[config.mk]
export PLATFORM = sky130hd
export DESIGN_NAME = load_store_unit_flat
export DESIGN_NICKNAME = d
export VERILOG_FILES = /design/src/rtl/lsu_pkg.sv /design/src/rtl/load_store_unit_if.sv /design/src/rtl/lsu_align.sv /design/src/rtl/load_store_unit.sv /design/src/flat_wrapper.sv
export SDC_FILE = /design/constraint.sdc
export NUM_CORES = 1
export LEC_CHECK = 0
export ABC_AREA = 1
export BUFFER_PORTS_ARGS = -buffer_cell sky130_fd_sc_hd__buf_2
export CORE_ASPECT_RATIO = 1.4
export CORE_MARGIN = 4
export CORE_UTILIZATION = 55
export CTS_BUF_LIST = sky130_fd_sc_hd__clkbuf_4
export DETAILED_ROUTE_END_ITERATION = 8
export GPL_TIMING_DRIVEN = 0
export PLACE_DENSITY_LB_ADDON = 0.08
export SLEW_MARGIN = 20
export SYNTH_ARGS = -nofsm -noshare
export SYNTH_HDL_FRONTEND = slang
export SYNTH_SLANG_ARGS = --single-unit
[constraint.sdc]
create_clock -name clk -period 4.42 [get_ports clk]
set_input_delay 0.663 -clock clk [delete_from_list [all_inputs] [get_ports clk]]
set_output_delay 0.663 -clock clk [all_outputs]
set_load 0.01 [all_outputs]
[src/rtl/lsu_pkg.sv]
// ---------------------------------------------------------------------------
// lsu_pkg
// Shared types and constants for the load/store unit.
//   size_e      : request access size encoding (2'b11 is illegal, not listed)
//   state_e     : sequencing states of the load/store unit
//   lanes_t     : four memory byte lanes, lane i = byte at aligned address + i
//   is_misaligned(): alignment / legality check of a request
// ---------------------------------------------------------------------------
package lsu_pkg;

    localparam int DEFAULT_MEM_LATENCY = 4;

    typedef enum logic [1:0] {
        SZ_BYTE = 2'b00,
        SZ_HALF = 2'b01,
        SZ_WORD = 2'b10
    } size_e;

    typedef enum logic [1:0] {
        IDLE    = 2'b00,
        RD_WAIT = 2'b01,
        WR_WAIT = 2'b10,
        RESP    = 2'b11
    } state_e;

    // Packed so that the whole bundle reads as {lane3, lane2, lane1, lane0}.
    typedef logic [3:0][7:0] lanes_t;

    // A request is rejected when it straddles its natural boundary or when the
    // size field holds the unused encoding.
    function automatic logic is_misaligned(input logic [1:0] size,
                                           input logic [1:0] addr_lo);
        logic bad;
        case (size)
            SZ_BYTE: bad = 1'b0;
            SZ_HALF: bad = addr_lo[0];
            SZ_WORD: bad = (addr_lo != 2'b00);
            default: bad = 1'b1;
        endcase
        return bad;
    endfunction

endpackage

[src/rtl/load_store_unit_if.sv]
// ---------------------------------------------------------------------------
// Interfaces of the load/store unit.
//
// lsu_core_if : request/response handshake between riscv_core and the LSU.
//   req_valid, req_write, req_size, req_unsigned, req_addr, req_wdata (core->lsu)
//   req_ready, resp_valid, resp_rdata, resp_misaligned                (lsu->core)
//   modport master = core side, modport slave = LSU side.
//
// lsu_mem_if  : word-wide data memory bus with four byte lanes.
//   mem_addr, mem_data_in, mem_write_en (lsu->memory)
//   mem_data_out                        (memory->lsu, already latency-delayed)
//   modport master = LSU side, modport slave = memory side.
// ---------------------------------------------------------------------------
interface lsu_core_if #(
    parameter int ADDR_W = 32
);
    logic              req_valid;
    logic              req_ready;
    logic              req_write;
    logic [1:0]        req_size;
    logic              req_unsigned;
    logic [ADDR_W-1:0] req_addr;
    logic [31:0]       req_wdata;
    logic              resp_valid;
    logic [31:0]       resp_rdata;
    logic              resp_misaligned;

    modport master (
        output req_valid, req_write, req_size, req_unsigned, req_addr, req_wdata,
        input  req_ready, resp_valid, resp_rdata, resp_misaligned
    );

    modport slave (
        input  req_valid, req_write, req_size, req_unsigned, req_addr, req_wdata,
        output req_ready, resp_valid, resp_rdata, resp_misaligned
    );
endinterface

interface lsu_mem_if #(
    parameter int ADDR_W = 32
);
    logic [ADDR_W-1:0] mem_addr;
    lsu_pkg::lanes_t   mem_data_in;
    lsu_pkg::lanes_t   mem_data_out;
    logic              mem_write_en;

    modport master (
        output mem_addr, mem_data_in, mem_write_en,
        input  mem_data_out
    );

    modport slave (
        input  mem_addr, mem_data_in, mem_write_en,
        output mem_data_out
    );
endinterface

[src/rtl/lsu_align.sv]
// ---------------------------------------------------------------------------
// lsu_align
// Purely combinational byte-lane helper of the load/store unit.
//   chk_size, chk_addr_lo -> misaligned  : legality of an incoming request
//   op_size, op_addr_lo, op_unsigned     : registered request being served
//   rd_lanes                             : word read back from memory
//   load_data                            : extracted and extended load result
//   op_wdata, merged_lanes               : read word with store data merged in
// ---------------------------------------------------------------------------
module lsu_align
    import lsu_pkg::*;
(
    input  logic [1:0]  chk_size,
    input  logic [1:0]  chk_addr_lo,
    output logic        misaligned,

    input  logic [1:0]  op_size,
    input  logic [1:0]  op_addr_lo,
    input  logic        op_unsigned,
    input  logic [31:0] op_wdata,
    input  lanes_t      rd_lanes,
    output logic [31:0] load_data,
    output lanes_t      merged_lanes
);

    logic [7:0]  byte_sel;
    logic [15:0] half_sel;
    logic [1:0]  half_lo_lane;
    logic [1:0]  half_hi_lane;

    assign misaligned = is_misaligned(chk_size, chk_addr_lo);

    // A legal half access only ever sits on lanes {1,0} or {3,2}, so addr[1]
    // alone picks the pair.
    assign half_lo_lane = {op_addr_lo[1], 1'b0};
    assign half_hi_lane = {op_addr_lo[1], 1'b1};

    assign byte_sel = rd_lanes[op_addr_lo];
    assign half_sel = {rd_lanes[half_hi_lane], rd_lanes[half_lo_lane]};

    // Load extraction: shift the selected bytes down and extend them.
    always_comb begin
        load_data = rd_lanes;
        case (op_size)
            SZ_BYTE: load_data = op_unsigned ? {24'h0, byte_sel}
                                             : {{24{byte_sel[7]}}, byte_sel};
            SZ_HALF: load_data = op_unsigned ? {16'h0, half_sel}
                                             : {{16{half_sel[15]}}, half_sel};
            default: load_data = rd_lanes;
        endcase
    end

    // Store merge: only the addressed lanes take the new data, the rest keep
    // what was read so the write-back leaves neighbouring bytes intact.
    always_comb begin
        merged_lanes = rd_lanes;
        case (op_size)
            SZ_BYTE: merged_lanes[op_addr_lo] = op_wdata[7:0];
            SZ_HALF: begin
                merged_lanes[half_lo_lane] = op_wdata[7:0];
                merged_lanes[half_hi_lane] = op_wdata[15:8];
            end
            default: merged_lanes = op_wdata;
        endcase
    end

endmodule

[src/rtl/load_store_unit.sv]
// ---------------------------------------------------------------------------
// load_store_unit
// Bridges riscv_core load/store requests onto a word-wide data memory whose
// read data and write data/enable both pass through MEM_LATENCY registers.
//   clk, rst_b : clock and asynchronous active-low reset
//   core       : lsu_core_if.slave  request/response handshake with the core
//   mem        : lsu_mem_if.master  word address, byte lanes, write enable
// Loads:            IDLE -> RD_WAIT -> RESP
// Word stores:      IDLE -> WR_WAIT -> RESP
// Sub-word stores:  IDLE -> RD_WAIT -> WR_WAIT -> RESP (read-modify-write)
// Bad requests:     IDLE -> RESP with resp_misaligned, memory untouched
// ---------------------------------------------------------------------------
module load_store_unit
    import lsu_pkg::*;
#(
    parameter int MEM_LATENCY = DEFAULT_MEM_LATENCY,
    parameter int ADDR_W      = 32
)(
    input  logic       clk,
    input  logic       rst_b,
    lsu_core_if.slave  core,
    lsu_mem_if.master  mem
);

    // The wait counter must reach MEM_LATENCY inclusive.
    localparam int              CNT_W    = $clog2(MEM_LATENCY + 1) + 1;
    localparam logic [CNT_W-1:0] CNT_LAST = CNT_W'(MEM_LATENCY);

    state_e            state_q;
    state_e            state_d;
    logic [CNT_W-1:0]  cnt_q;
    logic [CNT_W-1:0]  cnt_d;
    logic              ready_q;

    logic              write_q;
    logic [1:0]        size_q;
    logic              unsigned_q;
    logic [1:0]        offset_q;
    logic [31:0]       wdata_q;
    logic              misaligned_q;
    logic [31:0]       rdata_q;
    logic [ADDR_W-1:0] addr_q;
    lanes_t            wlanes_q;

    logic              accept;
    logic              sample_rd;
    logic              req_misaligned;
    logic              req_word_store;
    logic [31:0]       load_data;
    lanes_t            merged_lanes;

    lsu_align u_align (
        .chk_size     (core.req_size),
        .chk_addr_lo  (core.req_addr[1:0]),
        .misaligned   (req_misaligned),
        .op_size      (size_q),
        .op_addr_lo   (offset_q),
        .op_unsigned  (unsigned_q),
        .op_wdata     (wdata_q),
        .rd_lanes     (mem.mem_data_out),
        .load_data    (load_data),
        .merged_lanes (merged_lanes)
    );

    assign accept         = core.req_valid & ready_q;
    assign req_word_store = core.req_write & (core.req_size == SZ_WORD);

    // Next-state logic. Both wait states run the counter from 0 up to
    // MEM_LATENCY: in RD_WAIT that is the cycle whose closing edge captures the
    // delayed read data, in WR_WAIT it is the cycle in which the delayed write
    // enable reaches the memory while mem_addr is still held.
    always_comb begin
        state_d   = state_q;
        cnt_d     = cnt_q;
        sample_rd = 1'b0;
        case (state_q)
            IDLE: begin
                cnt_d = '0;
                if (accept) begin
                    if (req_misaligned) begin
                        state_d = RESP;
                    end else if (req_word_store) begin
                        state_d = WR_WAIT;
                    end else begin
                        state_d = RD_WAIT;
                    end
                end
            end
            RD_WAIT: begin
                if (cnt_q == CNT_LAST) begin
                    sample_rd = 1'b1;
                    cnt_d     = '0;
                    state_d   = write_q ? WR_WAIT : RESP;
                end else begin
                    cnt_d = cnt_q + CNT_W'(1);
                end
            end
            WR_WAIT: begin
                if (cnt_q == CNT_LAST) begin
                    cnt_d   = '0;
                    state_d = RESP;
                end else begin
                    cnt_d = cnt_q + CNT_W'(1);
                end
            end
            RESP: begin
                cnt_d   = '0;
                state_d = IDLE;
            end
            default: begin
                cnt_d   = '0;
                state_d = IDLE;
            end
        endcase
    end

    // State, counter and ready register. Ready is registered from the next
    // state so it is low throughout reset and rises on the first edge after.
    always_ff @(posedge clk or negedge rst_b) begin
        if (!rst_b) begin
            state_q <= IDLE;
            cnt_q   <= '0;
            ready_q <= 1'b0;
        end else begin
            state_q <= state_d;
            cnt_q   <= cnt_d;
            ready_q <= (state_d == IDLE);
        end
    end

    // Request capture and datapath registers. A rejected request must not
    // move mem_addr or the write lanes, so those only load for legal requests.
    always_ff @(posedge clk or negedge rst_b) begin
        if (!rst_b) begin
            write_q      <= 1'b0;
            size_q       <= 2'b00;
            unsigned_q   <= 1'b0;
            offset_q     <= 2'b00;
            wdata_q      <= '0;
            misaligned_q <= 1'b0;
            rdata_q      <= '0;
            addr_q       <= '0;
            wlanes_q     <= '0;
        end else begin
            if (accept) begin
                write_q      <= core.req_write;
                size_q       <= core.req_size;
                unsigned_q   <= core.req_unsigned;
                offset_q     <= core.req_addr[1:0];
                wdata_q      <= core.req_wdata;
                misaligned_q <= req_misaligned;
                rdata_q      <= '0;
                if (!req_misaligned) begin
                    addr_q <= {core.req_addr[ADDR_W-1:2], 2'b00};
                end
                if (!req_misaligned && req_word_store) begin
                    wlanes_q <= core.req_wdata;
                end
            end
            if (sample_rd) begin
                if (write_q) begin
                    wlanes_q <= merged_lanes;
                end else begin
                    rdata_q <= load_data;
                end
            end
        end
    end

    assign core.req_ready       = ready_q;
    assign core.resp_valid      = (state_q == RESP);
    assign core.resp_rdata      = (state_q == RESP) ? rdata_q : 32'h0;
    assign core.resp_misaligned = (state_q == RESP) & misaligned_q;

    // The enable is a single pulse on entry to WR_WAIT; the memory's own delay
    // stages stretch it out to the write that lands MEM_LATENCY cycles later.
    assign mem.mem_addr     = addr_q;
    assign mem.mem_data_in  = wlanes_q;
    assign mem.mem_write_en = (state_q == WR_WAIT) && (cnt_q == '0);

endmodule

[src/flat_wrapper.sv]
// flat-port wrapper written by rule: the top's interface ports become plain ports
module load_store_unit_flat import lsu_pkg::*;
#(
    parameter int MEM_LATENCY = DEFAULT_MEM_LATENCY,
    parameter int ADDR_W      = 32
)
  (clk, rst_b, core_req_valid, core_req_write, core_req_size, core_req_unsigned, core_req_addr, core_req_wdata, core_req_ready, core_resp_valid, core_resp_rdata, core_resp_misaligned, mem_mem_addr, mem_mem_data_in, mem_mem_write_en, mem_mem_data_out);
  lsu_core_if #(.ADDR_W(ADDR_W)) core_i ();
  lsu_mem_if #(.ADDR_W(ADDR_W)) mem_i ();
  input  logic clk;
  input  logic rst_b;
  input wire logic [$bits(core_i.req_valid)-1:0] core_req_valid;
  input wire logic [$bits(core_i.req_write)-1:0] core_req_write;
  input wire logic [$bits(core_i.req_size)-1:0] core_req_size;
  input wire logic [$bits(core_i.req_unsigned)-1:0] core_req_unsigned;
  input wire logic [$bits(core_i.req_addr)-1:0] core_req_addr;
  input wire logic [$bits(core_i.req_wdata)-1:0] core_req_wdata;
  output wire logic [$bits(core_i.req_ready)-1:0] core_req_ready;
  output wire logic [$bits(core_i.resp_valid)-1:0] core_resp_valid;
  output wire logic [$bits(core_i.resp_rdata)-1:0] core_resp_rdata;
  output wire logic [$bits(core_i.resp_misaligned)-1:0] core_resp_misaligned;
  output wire logic [$bits(mem_i.mem_addr)-1:0] mem_mem_addr;
  output wire logic [$bits(mem_i.mem_data_in)-1:0] mem_mem_data_in;
  output wire logic [$bits(mem_i.mem_write_en)-1:0] mem_mem_write_en;
  input wire logic [$bits(mem_i.mem_data_out)-1:0] mem_mem_data_out;
  assign core_i.req_valid = core_req_valid;
  assign core_i.req_write = core_req_write;
  assign core_i.req_size = core_req_size;
  assign core_i.req_unsigned = core_req_unsigned;
  assign core_i.req_addr = core_req_addr;
  assign core_i.req_wdata = core_req_wdata;
  assign core_req_ready = core_i.req_ready;
  assign core_resp_valid = core_i.resp_valid;
  assign core_resp_rdata = core_i.resp_rdata;
  assign core_resp_misaligned = core_i.resp_misaligned;
  assign mem_mem_addr = mem_i.mem_addr;
  assign mem_mem_data_in = mem_i.mem_data_in;
  assign mem_mem_write_en = mem_i.mem_write_en;
  assign mem_i.mem_data_out = mem_mem_data_out;
  load_store_unit #(.MEM_LATENCY(MEM_LATENCY), .ADDR_W(ADDR_W)) u_core (.clk(clk), .rst_b(rst_b), .core(core_i), .mem(mem_i));
endmodule
==> results <==
- The run finished with clean final reports.
- The region available for standard cell placement spans ~14000 um^2.
- The slew at the pin closest to its max-slew limit is slightly above 0.6 ns.
- VDD sags by at most between 0.3 and 0.4 mV.
- Broken down by cell family, the worst path's largest delay share belongs to buffers and inverters.
- In this run, synthesis produced a sequential element count of 140.
- The number of sinks on the clock net is 140.
- In the post-synthesis netlist, the biggest area contributors are dfrtp_1 46%, nand2_1 22%, nand3_1 7.0%, inv_1 6.1%, o21ai_0 3.7%.
- After clock tree synthesis, the flow added hold-fix buffers numbering 1.
- The critical path class is flip-flop to output port.
- Measured along the x axis, the die boundary spans about 110 um.
- The sum of net half-perimeters after detailed placement is 18.0 mm.
- The cell occurring most often along the worst timing path is clkbuf_1.
- The largest fanout on the critical path is 10.
- After technology mapping, the gate count stands at 1078.
- The largest buffer count on any clock path is 2.
- The final routed wire length divided by cell count is between 15 and 20 um.
- Setup violations remaining at the end of the flow were counted as 0.
- Across the routed clock network, the largest skew measured is about 0.020 ns.
- The total track usage is between 20 and 30%.
- In this run the post-CTS setup repair buffer count came out at 0.
- The number of DRC markers after the initial detailed-route iteration is roughly 540.
- From synthesis to final layout, the design area changed by 20.1%.
- The starting density of the core is between 50% and 60%.
- The clock network latency to the later pin of the worst-skew pair is ~0.54 ns.
- The static leakage power is roughly 5.5 nW.
- The maximum number of pins on one net before global-route repair is about 100.
- Traced cell by cell, the critical path runs through ha_1 -> clkbuf_1 -> clkbuf_1 -> nand2_1 -> inv_1 -> buf_2.
- The critical path runs through a total of 6 cells.
- Static timing analysis puts the maximum clock frequency at 343 MHz.
- The count of synthesis-stage warnings from yosys is 0.
- The number of distinct library cell variants in the gate-level netlist after synthesis is 32.
- The number of buffers and inverters on the critical path is 4.
- The total CTS buffers is 17.
- The wire length of the first global-routing pass is 37.3 mm.
- The power density over the cells is 586 nW/um^2.
- Wires add up to ~23 mm.
- STA classifies the critical path startpoint as a flip-flop.
- The slowest stage of the critical path belongs to the cell dfrtp_1.
- The placement row count is 50.
- The depth of the worst register-to-register path is 10.
- The minimum hold slack is between 0.3 and 0.4 ns.
- In the final layout, the share of cells above drive strength 1 is between 20 and 25%.
- The class of the worst hold path is input port to flip-flop.
- Post-CTS repair changed the size of 0 cells.
- The library cell occupying the most area in the post-synthesis netlist is dfrtp_1.
- The final number of hold-violating endpoints is 0.
- The final worst-path cycle share is between 60 and 70%.
- The required time reported for the critical path endpoint is roughly 3.8 ns.
- The endpoint of the lowest-slack register-to-register path is u_core.mem.mem_data_in[19].
- The worst register-to-register path begins at u_core.cnt_q[0].
- The accumulated negative setup slack is 0 ns.
- The clock tree from TritonCTS is yes.
- The capture point of the worst path is core_resp_rdata[5].
- The minimum clock period is about 2.9 ns.
- The final number of max-transition violations is 0.
- The sequential area share after synthesis is 45.9%.
- In this run the register-to-register setup slack is 2.51 ns.
- In this design, the stage delay of the slowest critical-path cell is approximately 0.42 ns.
- The final total power is 5.37 mW.
- The number of nets still failing antenna checks after routing is 0.
- The CTS root buffer is clkbuf_4.
- During I/O placement, the number of pins put on the boundary was 203.
- Setup repair after global routing left no endpoint under its margin.
- The DRC violation count after routing is 0.
- The worst setup path is captured at an output port.
- Max-cap violations in this run came to 0.
- Dividing the synthesized area by the synthesized cell count gives around 7.1 um^2.
- The die covers 15800 um^2.
- In this run the worst setup path begins at u_core.state_q[0].
- The signal arrival time at the worst endpoint is around 2.3 ns.
- The H-tree generated during clock tree synthesis spans 4 levels.
- The floorplan step set the die height to 147 um.
- The worst pin sits at a relative slew slack of about 58%.
- The summed instance area of the synthesized netlist is between 7000 and 8000 um^2.
- After detailed routing, the number of vias per cell comes to approximately 5.2.
- After the last flow step, the layout net total stands at approximately 1400.
- The initial antenna violation count is 1.
- The global placement routability congestion is approximately 0.94.
- The first TritonRoute pass finished after 5 iterations.
- The clock-pin slew of the registers on the worst-case setup and hold paths is 0.12 ns.
- The total number of vias is roughly 7700.
- The number of global-route vias before repair is around 7700.
- Buffers placed on the I/O ports in this run total 200.
- The share of synthesized area in the top cell type comes to between 40% and 50%.
- The aggregate global routing overflow is 0.
[cell type report]
type | instances | area (um^2)
tap | 182 | 228
inverter | 136 | 515
antenna | 1 | 2.50
buffer | 63 | 313
sequential | 140 | 3500
clock buffer | 18 | 135
timing repair buffer | 202 | 1050
multi-input combinational | 740 | 3300
fill | 1296 | 4350
clock inverter | 13 | 118
[synth_stat cells]
cell	count
o21ai_1	3
conb_1	1
a21oi_2	1
nor2_2	2
nand2_2	3
nand4_2	1
o22ai_1	1
nor2_1	20
nand4_1	29
nand2_4	1
nand2_1	452
nand3_4	1
a21oi_1	34
clkbuf_1	21
o21bai_1	1
o211ai_1	9
xnor2_1	1
ha_1	6
buf_6	2
buf_4	7
xor2_1	1
buf_1	5
nand3_1	106
dfrtp_1	140
inv_4	2
nor2_4	2
buf_2	28
inv_2	9
o21ai_0	57
o221ai_1	6
nand3_2	1
inv_1	125
[metrics by stage]
stage          instance area, um^2  std cells  setup slack (ns)  util [%]
2_1_floorplan                 7630       1079              2.54         -
5_1_grt                       9170       1495              1.23      67.8
3_5_place_dp                  8900       1462              2.03      65.9
4_1_cts                       9160       1494              1.40      67.8
6_report                      9170       1495              1.51      67.8
3_3_place_gp                  8860       1461             0.785      65.6
[layout by cell type, fill, tap and decap left out, drive strengths merged]
cell type    instances
clkinvlp             4
o21ai               60
nor2                24
nand4               30
diode                1
xor2                 1
inv                140
buf                243
o221ai               6
clkinv               4
nand2              456
o211ai               9
xnor2                1
o22ai                1
clkbuf              39
a21oi               35
dlygate4sd3          1
ha                   6
nand3              108
bufinv               1
conb                 2
o21bai               1
dfrtp              140
[flip-flops by register name, summed over array words and instances (netlist names)]
name	flops
u_core.mem.mem_addr	30
u_core.cnt_q	4
u_core.state_q	2
u_core.write_q	1
u_core.mem.mem_data_in	32
u_core.misaligned_q	1
u_core.wdata_q	32
u_core.core.req_ready	1
u_core.offset_q	2
u_core.size_q	2
u_core.unsigned_q	1
u_core.rdata_q	32
[how the worst min path moves through the flow]
stage	cells past startpoint	to	slack, ns	startpoint
finish	3	u_core.mem.mem_addr[10]	0.30	core_req_addr[10]
CTS	3	u_core.mem.mem_addr[2]	0.26	core_req_addr[2]
floorplan	0	u_core.cnt_q[0]	0.37	rst_b
global route	3	u_core.mem.mem_addr[7]	0.26	core_req_addr[7]
detailed placement	2	u_core.mem.mem_addr[10]	0.46	u_core.mem.mem_addr[10]
global placement	2	u_core.mem.mem_addr[10]	0.46	u_core.mem.mem_addr[10]
[worst register-to-register path, cell delays in order (launching register included)]
cell and delay, ns:
dfrtp_1 0.43, inv_1 0.07, ha_1 0.17, nand3_2 0.13, nor2_1 0.15, nand2_1 0.25
inv_2 0.17, buf_4 0.18, nand4_1 0.14, nand2_1 0.09, inv_1 0.04
[routing by layer]
| layer | vias up | track usage (%) | part of all wire [%] |
|---|---|---|---|
| met1 | 3433 | 35.3 | 37 |
| met2 | 371 | 49.2 | 48 |
| met3 | 93 | 6.90 | 8.5 |
| met4 | 0 | 17.7 | 6.2 |
| met5 | - | 0 | 0 |
| li1 | 3825 | - | - |
[power by group]
part	total, mW	switching, mW	internal (mW)	leakage [nW]
logic	2.49	1.59	0.900	3.60
registers	2.11	0.342	1.76	1.77
clock network	0.774	0.489	0.285	0.129
total	5.37	2.43	2.95	5.50
[logic make-up (layout without fill, tap and decap cells)]
logic type	after synthesis	in the layout	synth area share [%]
and+or+nand+nor	618	618	33.9
buffers and inverters	199	432	10.9
DFF	140	140	45.9
AOI/OAI and AO/OA	112	112	8.04
adders and majority gates	6	6	0.984
xor gates and xnor gates	2	2	0.230
other	1	3	0.0491
(Power assumes the default switching activity.)
